$ cat config.mk
export PLATFORM = sky130hd
export DESIGN_NAME = seq_detect_arb
export DESIGN_NICKNAME = d
export VERILOG_FILES = /design/src/rtl/seq_detect_arb.sv
export SDC_FILE = /design/constraint.sdc
export NUM_CORES = 1
export LEC_CHECK = 0
export ABC_AREA = 1
export CAP_MARGIN = 20
export CORE_ASPECT_RATIO = 1.75
export CORE_MARGIN = 1
export CORE_UTILIZATION = 53
export CTS_BUF_LIST = sky130_fd_sc_hd__clkbuf_4 sky130_fd_sc_hd__clkbuf_8
export DETAILED_ROUTE_END_ITERATION = 6
export PLACE_DENSITY = 0.88
export SLEW_MARGIN = 0
export SYNTH_ARGS = -nofsm -noshare
export SYNTH_HDL_FRONTEND = slang
export SYNTH_SLANG_ARGS = --single-unit
$ cat constraint.sdc
create_clock -name clk -period 2.8 [get_ports clk]
set_input_delay 0.42 -clock clk [delete_from_list [all_inputs] [get_ports clk]]
set_output_delay 0.42 -clock clk [all_outputs]
set_load 0.02 [all_outputs]
$ cat src/rtl/seq_detect_arb.sv
// Round-robin scheduler sharing one "RUN_LEN consecutive ones" detector among NCH serial requesters.
// Optional per-channel match counters are built when SEQ_DETECT_ARB_STATS_EN is defined.
module seq_detect_arb #(
  parameter int unsigned NCH       = 4,
  parameter int unsigned RUN_LEN   = 3,
  parameter int unsigned MAX_BURST = 16
) (
  input  logic                          clk,
  input  logic                          rst_n,
  input  logic [NCH-1:0]                req,
  input  logic [NCH-1:0]                din,
  input  logic [NCH-1:0]                vld,
  output logic [NCH-1:0]                gnt,
  output logic                          busy,
  output logic                          match,
  output logic [$clog2(NCH)-1:0]        match_ch,
  output logic [NCH*8-1:0]              stat_cnt
);

  localparam int unsigned CW = $clog2(NCH);
  localparam int unsigned RW = $clog2(RUN_LEN + 1);

  typedef enum logic [1:0] {
    IDLE    = 2'd0,
    SERVE   = 2'd1,
    RELEASE = 2'd2
  } state_t;

  state_t         state, state_n;
  logic [CW-1:0]  ptr, ptr_n, cur, cur_n, match_ch_n;
  logic [RW-1:0]  run, run_n;
  logic [7:0]     burst, burst_n;
  logic [NCH-1:0] gnt_n;
  logic           busy_n, match_n;
  logic           found, hit;
  logic [CW-1:0]  win, idx;

  // State and registered outputs
  always_ff @(posedge clk or negedge rst_n) begin
    if (!rst_n) begin
      state    <= IDLE;
      ptr      <= '0;
      cur      <= '0;
      run      <= '0;
      burst    <= '0;
      gnt      <= '0;
      busy     <= 1'b0;
      match    <= 1'b0;
      match_ch <= '0;
    end else begin
      state    <= state_n;
      ptr      <= ptr_n;
      cur      <= cur_n;
      run      <= run_n;
      burst    <= burst_n;
      gnt      <= gnt_n;
      busy     <= busy_n;
      match    <= match_n;
      match_ch <= match_ch_n;
    end
  end

  // Next-state, arbitration and detector update
  always_comb begin
    state_n    = state;
    ptr_n      = ptr;
    cur_n      = cur;
    run_n      = run;
    burst_n    = burst;
    gnt_n      = gnt;
    match_ch_n = match_ch;
    hit        = 1'b0;
    found      = 1'b0;
    win        = '0;
    idx        = '0;

    for (int i = 0; i < int'(NCH); i++) begin
      idx = CW'((int'(ptr) + i) % int'(NCH));
      if (!found && req[idx]) begin
        found = 1'b1;
        win   = idx;
      end
    end

    case (state)
      IDLE: begin
        gnt_n = '0;
        if (found) begin
          gnt_n   = NCH'(1) << win;
          cur_n   = win;
          run_n   = '0;
          burst_n = '0;
          ptr_n   = (win == CW'(NCH - 1)) ? '0 : win + CW'(1);
          state_n = SERVE;
        end
      end
      SERVE: begin
        if (!req[cur]) begin
          gnt_n   = '0;
          state_n = RELEASE;
        end else if (vld[cur]) begin
          burst_n = burst + 8'd1;
          if (din[cur]) begin
            run_n = (run == RW'(RUN_LEN)) ? run : run + RW'(1);
            hit   = (run >= RW'(RUN_LEN - 1));
          end else begin
            run_n = '0;
          end
          if (burst == 8'(MAX_BURST - 1)) begin
            gnt_n   = '0;
            state_n = RELEASE;
          end
        end
      end
      RELEASE: begin
        gnt_n   = '0;
        run_n   = '0;
        burst_n = '0;
        state_n = IDLE;
      end
      default: begin
        gnt_n   = '0;
        run_n   = '0;
        burst_n = '0;
        state_n = IDLE;
      end
    endcase

    match_n = hit;
    if (hit) match_ch_n = cur;
    busy_n = (state_n != IDLE);
  end

`ifdef SEQ_DETECT_ARB_STATS_EN
  logic [NCH-1:0][7:0] stat_q, stat_n;

  // Saturating per-channel match counters, updated alongside the match pulse
  always_comb begin
    stat_n = stat_q;
    if (hit && (stat_q[cur] != 8'hFF)) stat_n[cur] = stat_q[cur] + 8'd1;
  end

  always_ff @(posedge clk or negedge rst_n) begin
    if (!rst_n) stat_q <= '0;
    else        stat_q <= stat_n;
  end

  assign stat_cnt = stat_q;
`else
  assign stat_cnt = '0;
`endif

endmodule

== Yosys cells after proc, flatten, opt, wreduce, memory -nomap -nowiden ==
Index checks and enable logic that the tools add are counted.

* Reductions and logical operators: 12
* Add/sub/neg operators: 6
* Magnitude comparators: 6
* Eq/ne operators: 10
* Multiplexer cells: 47
* Shifts and indexed selects: 1

{| class="wikitable"
|+ Operators with widths
! operator !! count
|-
| 2-to-1 mux 2 bit || 14
|-
| 2-to-1 mux 8 bit || 3
|-
| 2-to-1 mux 4 bit || 4
|-
| one-hot mux 8 bit (2 select lines) || 1
|-
| less-than comparator 2 x 3 -> 1 bit (second input constant) || 5
|-
| 2-to-1 mux 1 bit || 15
|-
| binary-select mux 1 bit (select 2 bit) || 7
|-
| inequality test 3 bit (second input constant) || 3
|-
| adder 8 x 1 -> 8 bit (second input constant) || 1
|-
| equality test 8 x 4 -> 1 bit (second input constant) || 1
|-
| one-hot mux 2 bit (2 select lines) || 2
|-
| one-hot mux 4 bit (2 select lines) || 1
|-
| adder 2 x 1 -> 2 bit (second input constant) || 3
|-
| inequality test 2 bit (second input constant) || 3
|-
| adder 2 bit (second input constant) || 2
|-
| equality test 2 bit (second input constant) || 2
|-
| AND reduction 2 bit || 2
|-
| AND reduction 4 bit || 1
|-
| << shifter 1 x 2 -> 4 bit (first input constant) || 1
|-
| logical AND 1 bit || 3
|-
| zero test 1 bit || 3
|-
| AND reduction 3 bit || 1
|-
| equality test 2 x 1 -> 1 bit (second input constant) || 1
|-
| greater-or-equal comparator 2 bit (second input constant) || 1
|-
| 2 further kinds || 2
|}

* Logic and storage cells: 91
* Output and inout bits: 40
* Bits in registers: 24
* Bits of input ports: 14

== Logic depth before layout (Yosys ltp) ==
* Depth in word-level cells: 15
* Depth in mapped cells: 14
* Mapped depth without buffers: 14

== Least setup slack after synthesis ==
OpenSTA, ideal clock, no wires.

* Kind: register -> register
* Start: register ptr[0]
* End: register ptr[1]
* Stages on the path, launching flop included: 13
* Path slack: 1.065 ns
* Required time: 2.677 ns
* Library setup time: 0.123 ns
* Period minus slack after synthesis: 1.735 ns
* Buffers on the path: 1
* Arrival time: 1.612 ns
* Cell sequence: dfrtp_1 buf_6 nand2_1 nand2_1 nand2_2 nand2_4 nor2_8 nand3_2 nand3_1 inv_1 ha_1 nand2_1 o21ai_1

* Word-level cells in the longest chain between the ends: 14
* Elaborated cells on any way between the ends: 29
* Classes of those cells: 4 x add/sub; 1 x eq/ne; 17 x mux; 7 x reduce/logical

{| class="wikitable"
|+ Ends and longest elaborated chain
! what !! RTL line !! RTL
|-
| start: declaration || 30 || <nowiki>logic [CW-1:0] ptr, ptr_n, cur, cur_n, match_ch_n;</nowiki>
|-
| start signal: assignment || 52 || <nowiki>ptr <= ptr_n;</nowiki>
|-
| parallel branches: the longest is 11 deep, another holds adder 2 x 1 -> 2 bit || -- ||
|-
| 2-to-1 mux 2 bit (*) || 79 || <nowiki>if (!found && req[idx]) begin</nowiki>
|-
| named net win[0] || 36 || <nowiki>logic [CW-1:0] win, idx;</nowiki>
|-
| adder 2 x 1 -> 2 bit or equality test 2 bit (tied branches) || 93 || <nowiki>ptr_n = (win == CW'(NCH - 1)) ? '0 : win + CW'(1);</nowiki>
|-
| 2-to-1 mux 2 bit (*) || 93 ||
|}

Mark *: on every way through the listed nets, which the timed path passes. The select of a mux whose other input is x is not followed.
A chain may end at the register's enable or synchronous reset.

== Final worst setup path ==
Same ends and word-level chain as after synthesis.

==> impl_metrics.ini <==
[status]
status = finished, final reports clean

[clocking]
clk_pin_slew_ns = 0.09
cts_tree = built
cts-root-buf = clkbuf_8
holdBufCountCts = 0
cts_made_buffers = 3
cts-resized-gates = 0
clock_sinks = 24
clk_latency_ns = 0.27
h-tree-depth = 1
clockBufferDepth = 2
post-cts-setup-buffer-count = 0

[yosys]
synth-edff-count = 0
syn_inst = 252
syn_avg_cell_area_um2 = 7.52
yosys_warnings = 0
yosysSeqAreaShare_pct = 31.7
synthArstFlopShare_pct = 100
synth_top_cell_by_area = dfrtp_1
yosysMostFrequentCell = nand2_1
synth.area.top_cells = dfrtp_1 32%, nand2_1 13%, buf_4 13%
ys_ff_latch = 24
synth.distinct_cells = 28
yosys-top-cells-count = 67 x nand2_1, 32 x buf_4, 24 x dfrtp_1
synth_top_area_share_pct = 31.7
synth_ff_type = dfrtp_1
syn_area_um2 = 1900

[place]
io_buffers = 21
hpwl_um = 2830
post-place-ws_ns = 0.470
placed_cell_area_um2 = 2010
post-place-cells = 316
place.gp.congestion = 0.903

[cells_and_area]
final_layout_size_suffix_gt1_share_pct = 14.5
instances_no_fill = 320
utilization_pct = 61.4
fillers = 303
fin_area_um2 = 2090
diodes = 0
multiInputGateArea_um2 = 1030
syn_to_final_growth_pct = 10.0
fin_nets = 297
seq_area_um2 = 601

[critical_path]
worstReg2RegEnd = ptr[1]
arrival_ns = 2.25
crit_path_start_kind = flip-flop
ff2ff_setup_slack_ns = 0.70
path_class = flip-flop to flip-flop
worstPathMaxFanout = 11
crit_required_ns = 2.96
timing.rr.start = ptr[0]
worstSetupEndpointType = flip-flop
r2r_cells = 12

[routing]
vias_per_cell = 4.83
ant_nets = 0
drt-initial-drc-count = 25
drt_first_pass_iters = 4
drc_errors = 0
finalWirelength_um = 3570
post_drt_wl_per_cell_um = 11.2
vias = 1546

[timing]
fin_crit_ns = 2.10
clock_skew_ns = 0.0105
timing.final.crit_share_pct = 74.9
hold_violations = 0
setup_viol = 0
drv_slew = 0
finalWorstSetupSlack_ns = 0.702
setup_tns_ns = 0
fmax_ghz = 0.477
rsz0062_at_grt = false

[floorplan]
rows = 28
die_w_um = 47.2
io_pins = 54
initial_core_util_pct = 55.8
die-area_um2 = 3830
core_um2 = 3400
die_h_um = 81.1

[pwr]
ir_worst_vdd_v = 0.000583
p_leak_nw = 1.11
p_per_area_nw_per_um2 = 1040

[global_routing]
first_global_vias = 1464
grt.overflow.total = 0
grt_use_total_pct = 22.3
grt_pass1_wl_um = 6140
grt_antenna_before_repair = 0
grt_max_degree = 25

[flow_run]
max_cap_viol_count = 0

[worst_hold_path]
hp-class = input port to asynchronous set/reset pin
## layout by cell type, fill, tap and decap left out, types with 2 or more instances in the layout
cell type        count
o21ai_1             14
a21oi_1              4
conb_1              32
nand4_1              5
xor2_1               3
nand2_4              4
inv_1               23
ha_1                 7
nand2_2             15
nand3_2              2
nor2_1              13
nand3_1             16
clkbuf_8             3
o21ai_2              5
dfrtp_1             24
nand2_1             67
inv_2                6
clkdlybuf4s50_1     21
## worst max-delay path by stage
stage	start	end	cells past startpoint
floorplan	ptr[0]	ptr[1]	12
detailed placement	req[3]	ptr[1]	12
global placement	req[3]	ptr[1]	12
finish	ptr[0]	ptr[1]	12
CTS	ptr[0]	ptr[1]	14
global route	ptr[0]	ptr[1]	14
## layer usage
| layer | vias to the layer above | wire length, µm | GRT usage, % |
|---|---|---|---|
| met5 | - | 0 | 0 |
| met4 | 0 | 85 | 10.3 |
| met3 | 9 | 74 | 2.67 |
| met2 | 40 | 2030 | 40.8 |
| met1 | 723 | 1390 | 23.7 |
| li1 | 774 | - | - |
## report_power, final
group | internal [mW] | total [mW] | switching, mW
combinational | 0.421 | 1.30 | 0.878
clock | 0.191 | 0.307 | 0.116
sequential | 0.446 | 0.553 | 0.107
## final cells by class
cell class | instances | area share, %
flip-flops and latches | 24 | 28.8
well taps | 45 | 2.70
clock buffers | 3 | 1.98
multi-input cells | 196 | 49.4
inverters | 29 | 5.22
repair buffers | 22 | 10.4
clock inverters | 1 | 1.44
## through the flow
stage	hold WS [ns]	power [mW]
6_report	0.492	2.16
5_1_grt	0.544	2.37
3_5_place_dp	0.487	1.86
4_1_cts	0.508	2.17
2_1_floorplan	0.124	1.65
3_3_place_gp	0.474	1.82
## registers in the layout (all words and copies together) (netlist names)
signal / cells
burst: 8
gnt: 4
cur: 2
match_ch: 2
ptr: 2
run: 2
state: 2
busy: 1
match: 1
## cells by family after synthesis
group                      share of synthesized area, %
adders and majority gates                          4.62
other                                             0.198
and+or+nand+nor                                    34.3
xor gates and xnor gates                           1.39
buffers and inverters                              20.1
AOI/OAI and AO/OA                                  7.72
DFF                                                31.7
## critical path, stage by stage, from the launching register on
cell and delay [ns]:
dfrtp_1 0.60, inv_2 0.14, nand2_1 0.09, nand2_1 0.08, nand2_2 0.11, nand2_4 0.08
nor2_8 0.13, nand3_2 0.09, nand3_1 0.17, inv_1 0.09, ha_1 0.29, nand2_1 0.06
o21ai_1 0.05
(Power assumes the default switching activity.)
==> variant 1 (config.mk and constraints unchanged) <==
Set the parameter `RUN_LEN` to 2 (it was 3).
--- a/src/rtl/seq_detect_arb.sv
+++ b/src/rtl/seq_detect_arb.sv
@@ -2,7 +2,7 @@
 // Optional per-channel match counters are built when SEQ_DETECT_ARB_STATS_EN is defined.
 module seq_detect_arb #(
   parameter int unsigned NCH       = 4,
-  parameter int unsigned RUN_LEN   = 3,
+  parameter int unsigned RUN_LEN   = 2,
   parameter int unsigned MAX_BURST = 16
 ) (
   input  logic                          clk,
Check against the original RTL: not equivalent (a bounded check fails within 4 cycles, from zero or initial values and one cycle with rst_n low).
==> variant 1 against the original RTL <==
- first-iteration DRC count down 32%
- sequential cell count unchanged
- wire length down 1.5%
- via count down 2.5%
- total power down 0.77%
- count of clock-buffer cells in the layout up 1
- synthesized area up 1.5%
- final area up 0.24%
- non-clock buffer count unchanged
- setup slack worse by 0.038 ns
==> variant 1: results (changes against the original RTL) <==
Initial DRT Pass Iterations: 4 (unchanged)
launch point of the worst hold path: run[0]$_DFFE_PN0P_
vias: 1508 (-2.5%)
dpl ws: 0.528 ns (+0.0580 ns)
metal2 WL: 2090 um (+3.1%)
GRT Util Overall: 21.0% (-1.3 points)
gpl congestion: 0.868 (-3.9%)
Most used DFF post-synth: dfrtp_1
hold depth: 2
H-Tree Depth: 1 (unchanged)
Setup Skew: 0.00633 ns (-0.00420 ns)
synthesis warning total: 0 (unchanged)
Fin Hold WS: 0.477 ns (-0.0155 ns)
Leak Pwr: 1.08 nW (-2.3%)
Worst-Skew Late Latency: 0.27 ns (about the same)
maximum fanout along the worst path: 13 (+2)
Synth cell types: 30 (+7.1%)
ant diodes: 0 (unchanged)
met3 wire len: 80 um (+8.1%)
detailed-placement wirelength estimate: 2830 um (-0.28%)
largest net degree at the start of global routing: 25 (unchanged)
met1 usage: 21.5% (-2.2 points)
r2r setup slk: 0.66 ns (-0.04 ns)
status: completed
clk buf depth: 2 (unchanged)
met2 usage: 39.9% (-0.97 points)
DR iter-0 viols: 17 (-32%)
Hold Crit Class: register to register
final cell count without fillers: 321 (+0.31%)
layout cell share with drive strength beyond 1: 15.6% (+1.0 points)
M3 GR Usage: 2.42% (-0.25 points)
Largest regs: burst x8, gnt x4
initial antenna violation count: 0 (unchanged)
CTS-repair resized insts: 0 (unchanged)
I/O Buffers: 21 (unchanged)
commonest cells in the synthesized netlist: 63 x nand2_1, 33 x buf_4, 26 x inv_1
sequential share of the synthesized area: 31.2% (-0.47 points)
dpl cell area: 2040 sq um (+1.1%)
starting density of the core: 56.0% (+0.27 points)
reg-to-reg endpoint: ptr[1]$_DFFE_PN0P_
nets: 298 (+0.34%)
CTS buffer count: 3 (unchanged)
CP arrival: 2.30 ns (+0.05 ns)
Synth async-reset ratio: 100% (unchanged)
top cells by area, synth: dfrtp_1 31%, buf_4 13%, nand2_1 12%
clock-pin slew on the worst setup and hold paths: 0.09 ns (about the same)
Root Buffer: clkbuf_8
WL final: 3520 um (-1.5%)
R2R Path Start: ptr[0]$_DFFE_PN0P_
post-CTS setup buffers: 0 (unchanged)
hold endpoint: run[0]$_DFFE_PN0P_
WL met1: 1280 um (-7.9%)
vias in the first global route: 1510 (+3.1%)
R2R cell count: 12 (unchanged)
first-pass GRT wire length: 6040 um (-1.7%)
Syn Area/Cell: 7.58 sq um (+0.72%)
VDD IR max: 0.705 mV (+21%)
top sig layer: met4
variant 1: layout make-up:
class / instances / area [sq um]
multi-input combinational: 195 / 1040
inverter: 31 / 116
tap: 45 / 56.3
fill: 330 / 1340
sequential: 24 / 601
timing repair buffer: 22 / 218
clock buffer: 4 / 55.1
variant 1: cells by family after synthesis:
group	synth area share (%)
xor gates and xnor gates	2.28
adders and majority gates	4.55
AOI/OAI and AO/OA	6.89
other	0.195
DFF	31.2
buffers and inverters	20.5
and+or+nand+nor	34.3
variant 1: worst max-delay path, cell delays in order, from the launching register on:
cell and delay, ns:
dfrtp_1 0.62, inv_2 0.15, nand2_1 0.10, nand2_2 0.08
nand2_2 0.10, nand2_4 0.07, nor2_8 0.13, nand3_2 0.10
nand3_1 0.18, inv_1 0.09, ha_1 0.29, nand2_1 0.06
o21ai_1 0.06
variant 1: worst max-delay path by stage:
stage / start / to / slack [ns] / depth (start not counted)
5_1_grt: ptr[0]$_DFFE_PN0P_ / ptr[1]$_DFFE_PN0P_ / 0.48 / 14
3_5_place_dp: req[0] / ptr[1]$_DFFE_PN0P_ / 0.53 / 13
3_3_place_gp: req[2] / ptr[1]$_DFFE_PN0P_ / 0.57 / 13
6_report: ptr[0]$_DFFE_PN0P_ / ptr[1]$_DFFE_PN0P_ / 0.66 / 12
4_1_cts: ptr[0]$_DFFE_PN0P_ / ptr[1]$_DFFE_PN0P_ / 0.68 / 12
2_1_floorplan: ptr[0]$_DFFE_PN0P_ / ptr[1]$_DFFE_PN0P_ / 1.07 / 12
variant 1: power by group:
part           internal, mW  switching (mW)
Sequential            0.451           0.119
Clock                 0.126           0.115
Combinational         0.432           0.900
==> variant 2 (config.mk and constraints unchanged) <==
Made on the original files. The 3 states of `state_t` get a one-hot encoding in 3 bits.
--- a/src/rtl/seq_detect_arb.sv
+++ b/src/rtl/seq_detect_arb.sv
@@ -20,10 +20,10 @@
   localparam int unsigned CW = $clog2(NCH);
   localparam int unsigned RW = $clog2(RUN_LEN + 1);
 
-  typedef enum logic [1:0] {
-    IDLE    = 2'd0,
-    SERVE   = 2'd1,
-    RELEASE = 2'd2
+  typedef enum logic [2:0] {
+    IDLE    = 3'b001,
+    SERVE   = 3'b010,
+    RELEASE = 3'b100
   } state_t;
 
   state_t         state, state_n;
Function: no difference found for any inputs over 4 cycles, from zero or initial values and one cycle with rst_n low; so few cycles prove little.
==> variant 2 against the original RTL <==
- synthesized area shrank 0.53%
- sequential cell count is 1 higher
- combinational power shrank 14%
- wire length up 0.81%
- global-route usage shrank 1.8 points
- setup slack got worse by 0.13 ns
- via count down 0.39%
- total power shrank 13%
- fmax decreased by 5.7%
- final area fell by 1.3%
- hold slack gained 0.012 ns
- largest cell class unchanged
- highest routed layer unchanged
==> variant 2: results (changes against the original RTL) <==
status: completed
Initial DRT Pass Iterations: 4 (unchanged)
CP arrival: 2.38 ns (+0.13 ns)
first-pass GRT wire length: 5730 um (-6.6%)
largest net degree at the start of global routing: 26 (+4.0%)
sequential share of the synthesized area: 33.2% (+1.6 points)
Synth cell types: 27 (-3.6%)
layout cell share with drive strength beyond 1: 11.5% (-3.1 points)
WL final: 3600 um (+0.81%)
hold endpoint: match_ch[0]$_DFFE_PN0P_
gpl congestion: 0.870 (-3.6%)
nets: 301 (+1.3%)
fillers: 329 (+8.6%)
Worst Slack Setup Final: 0.575 ns (-0.127 ns)
vias in the first global route: 1421 (-2.9%)
Hold Crit Class: register to register
Setup Skew: 0.00744 ns (-0.00309 ns)
detailed-placement wirelength estimate: 2790 um (-1.4%)
Max stage delay on crit path: 0.58 ns (-0.02 ns)
Fin Hold WS: 0.504 ns (+0.0122 ns)
Leak Pwr: 1.10 nW (-0.46%)
commonest cells in the synthesized netlist: 69 x nand2_1, 33 x buf_4, 27 x inv_1
dpl ws: 0.437 ns (-0.0329 ns)
dpl cell area: 2010 sq um (about the same)
r2r setup slk: 0.58 ns (-0.13 ns)
top cells by area, synth: dfrtp_1 32%, nand2_1 14%, buf_4 13%
DR iter-0 viols: 51 (+100%)
VDD IR max: 0.582 mV (-0.13%)
==> variant 2: logic make-up (layout without fill, tap and decap cells) <==
| kind of cell | after synthesis | after routing | synth area share (%) |
|---|---|---|---|
| simple gates | 130 | 130 | 32.8 |
| buf+inv | 65 | 57 | 20.1 |
| compound gates | 25 | 25 | 7.56 |
| flops | 25 | 25 | 33.2 |
| fa+ha+maj | 7 | 7 | 4.64 |
| xor+xnor | 3 | 3 | 1.39 |
| other cells | 1 | 32 | 0.199 |
==> variant 2: final cells by class <==
cell class	count	area, sq um	area share (%)
clock inverter	1	5.00	0.243
timing repair buffer	22	218	10.6
tap	45	56.3	2.73
sequential	25	627	30.4
clock buffer	3	41.3	2.00
multi-input combinational	197	996	48.4
inverter	31	116	5.65
==> variant 2: stage by stage <==
stage	instances	total power [mW]	util, %
after CTS	324	1.89	60.6
after floorplan	287	1.47	-
after global routing	324	2.06	60.6
after global placement	320	1.63	59.2
final	324	1.88	60.6
after detailed placement	320	1.66	59.2
==> variant 2: how the worst max path moves through the flow <==
stage                                     to  cells after the start
after global placement    ptr[1]$_DFFE_PN0P_                     13
after global routing      ptr[1]$_DFFE_PN0P_                     12
after CTS                 ptr[1]$_DFFE_PN0P_                     12
final                     ptr[1]$_DFFE_PN0P_                     12
after detailed placement  ptr[1]$_DFFE_PN0P_                     12
after floorplan           ptr[1]$_DFFE_PN0P_                     12
==> variant 2: power breakdown <==
group	internal [mW]	switching (mW)	leakage [nW]
Combinational	0.356	0.768	0.745
Clock	0.0996	0.112	0.0255
Sequential	0.451	0.0907	0.333
Total	0.906	0.970	1.10
==> variant 2: per-layer routing <==
layer / GRT usage (%) / part of all wire, %
met2: 39.0 / 57
met3: 2.00 / 2.4
met1: 21.1 / 38
met4: 8.57 / 2.1
met5: 0 / 0
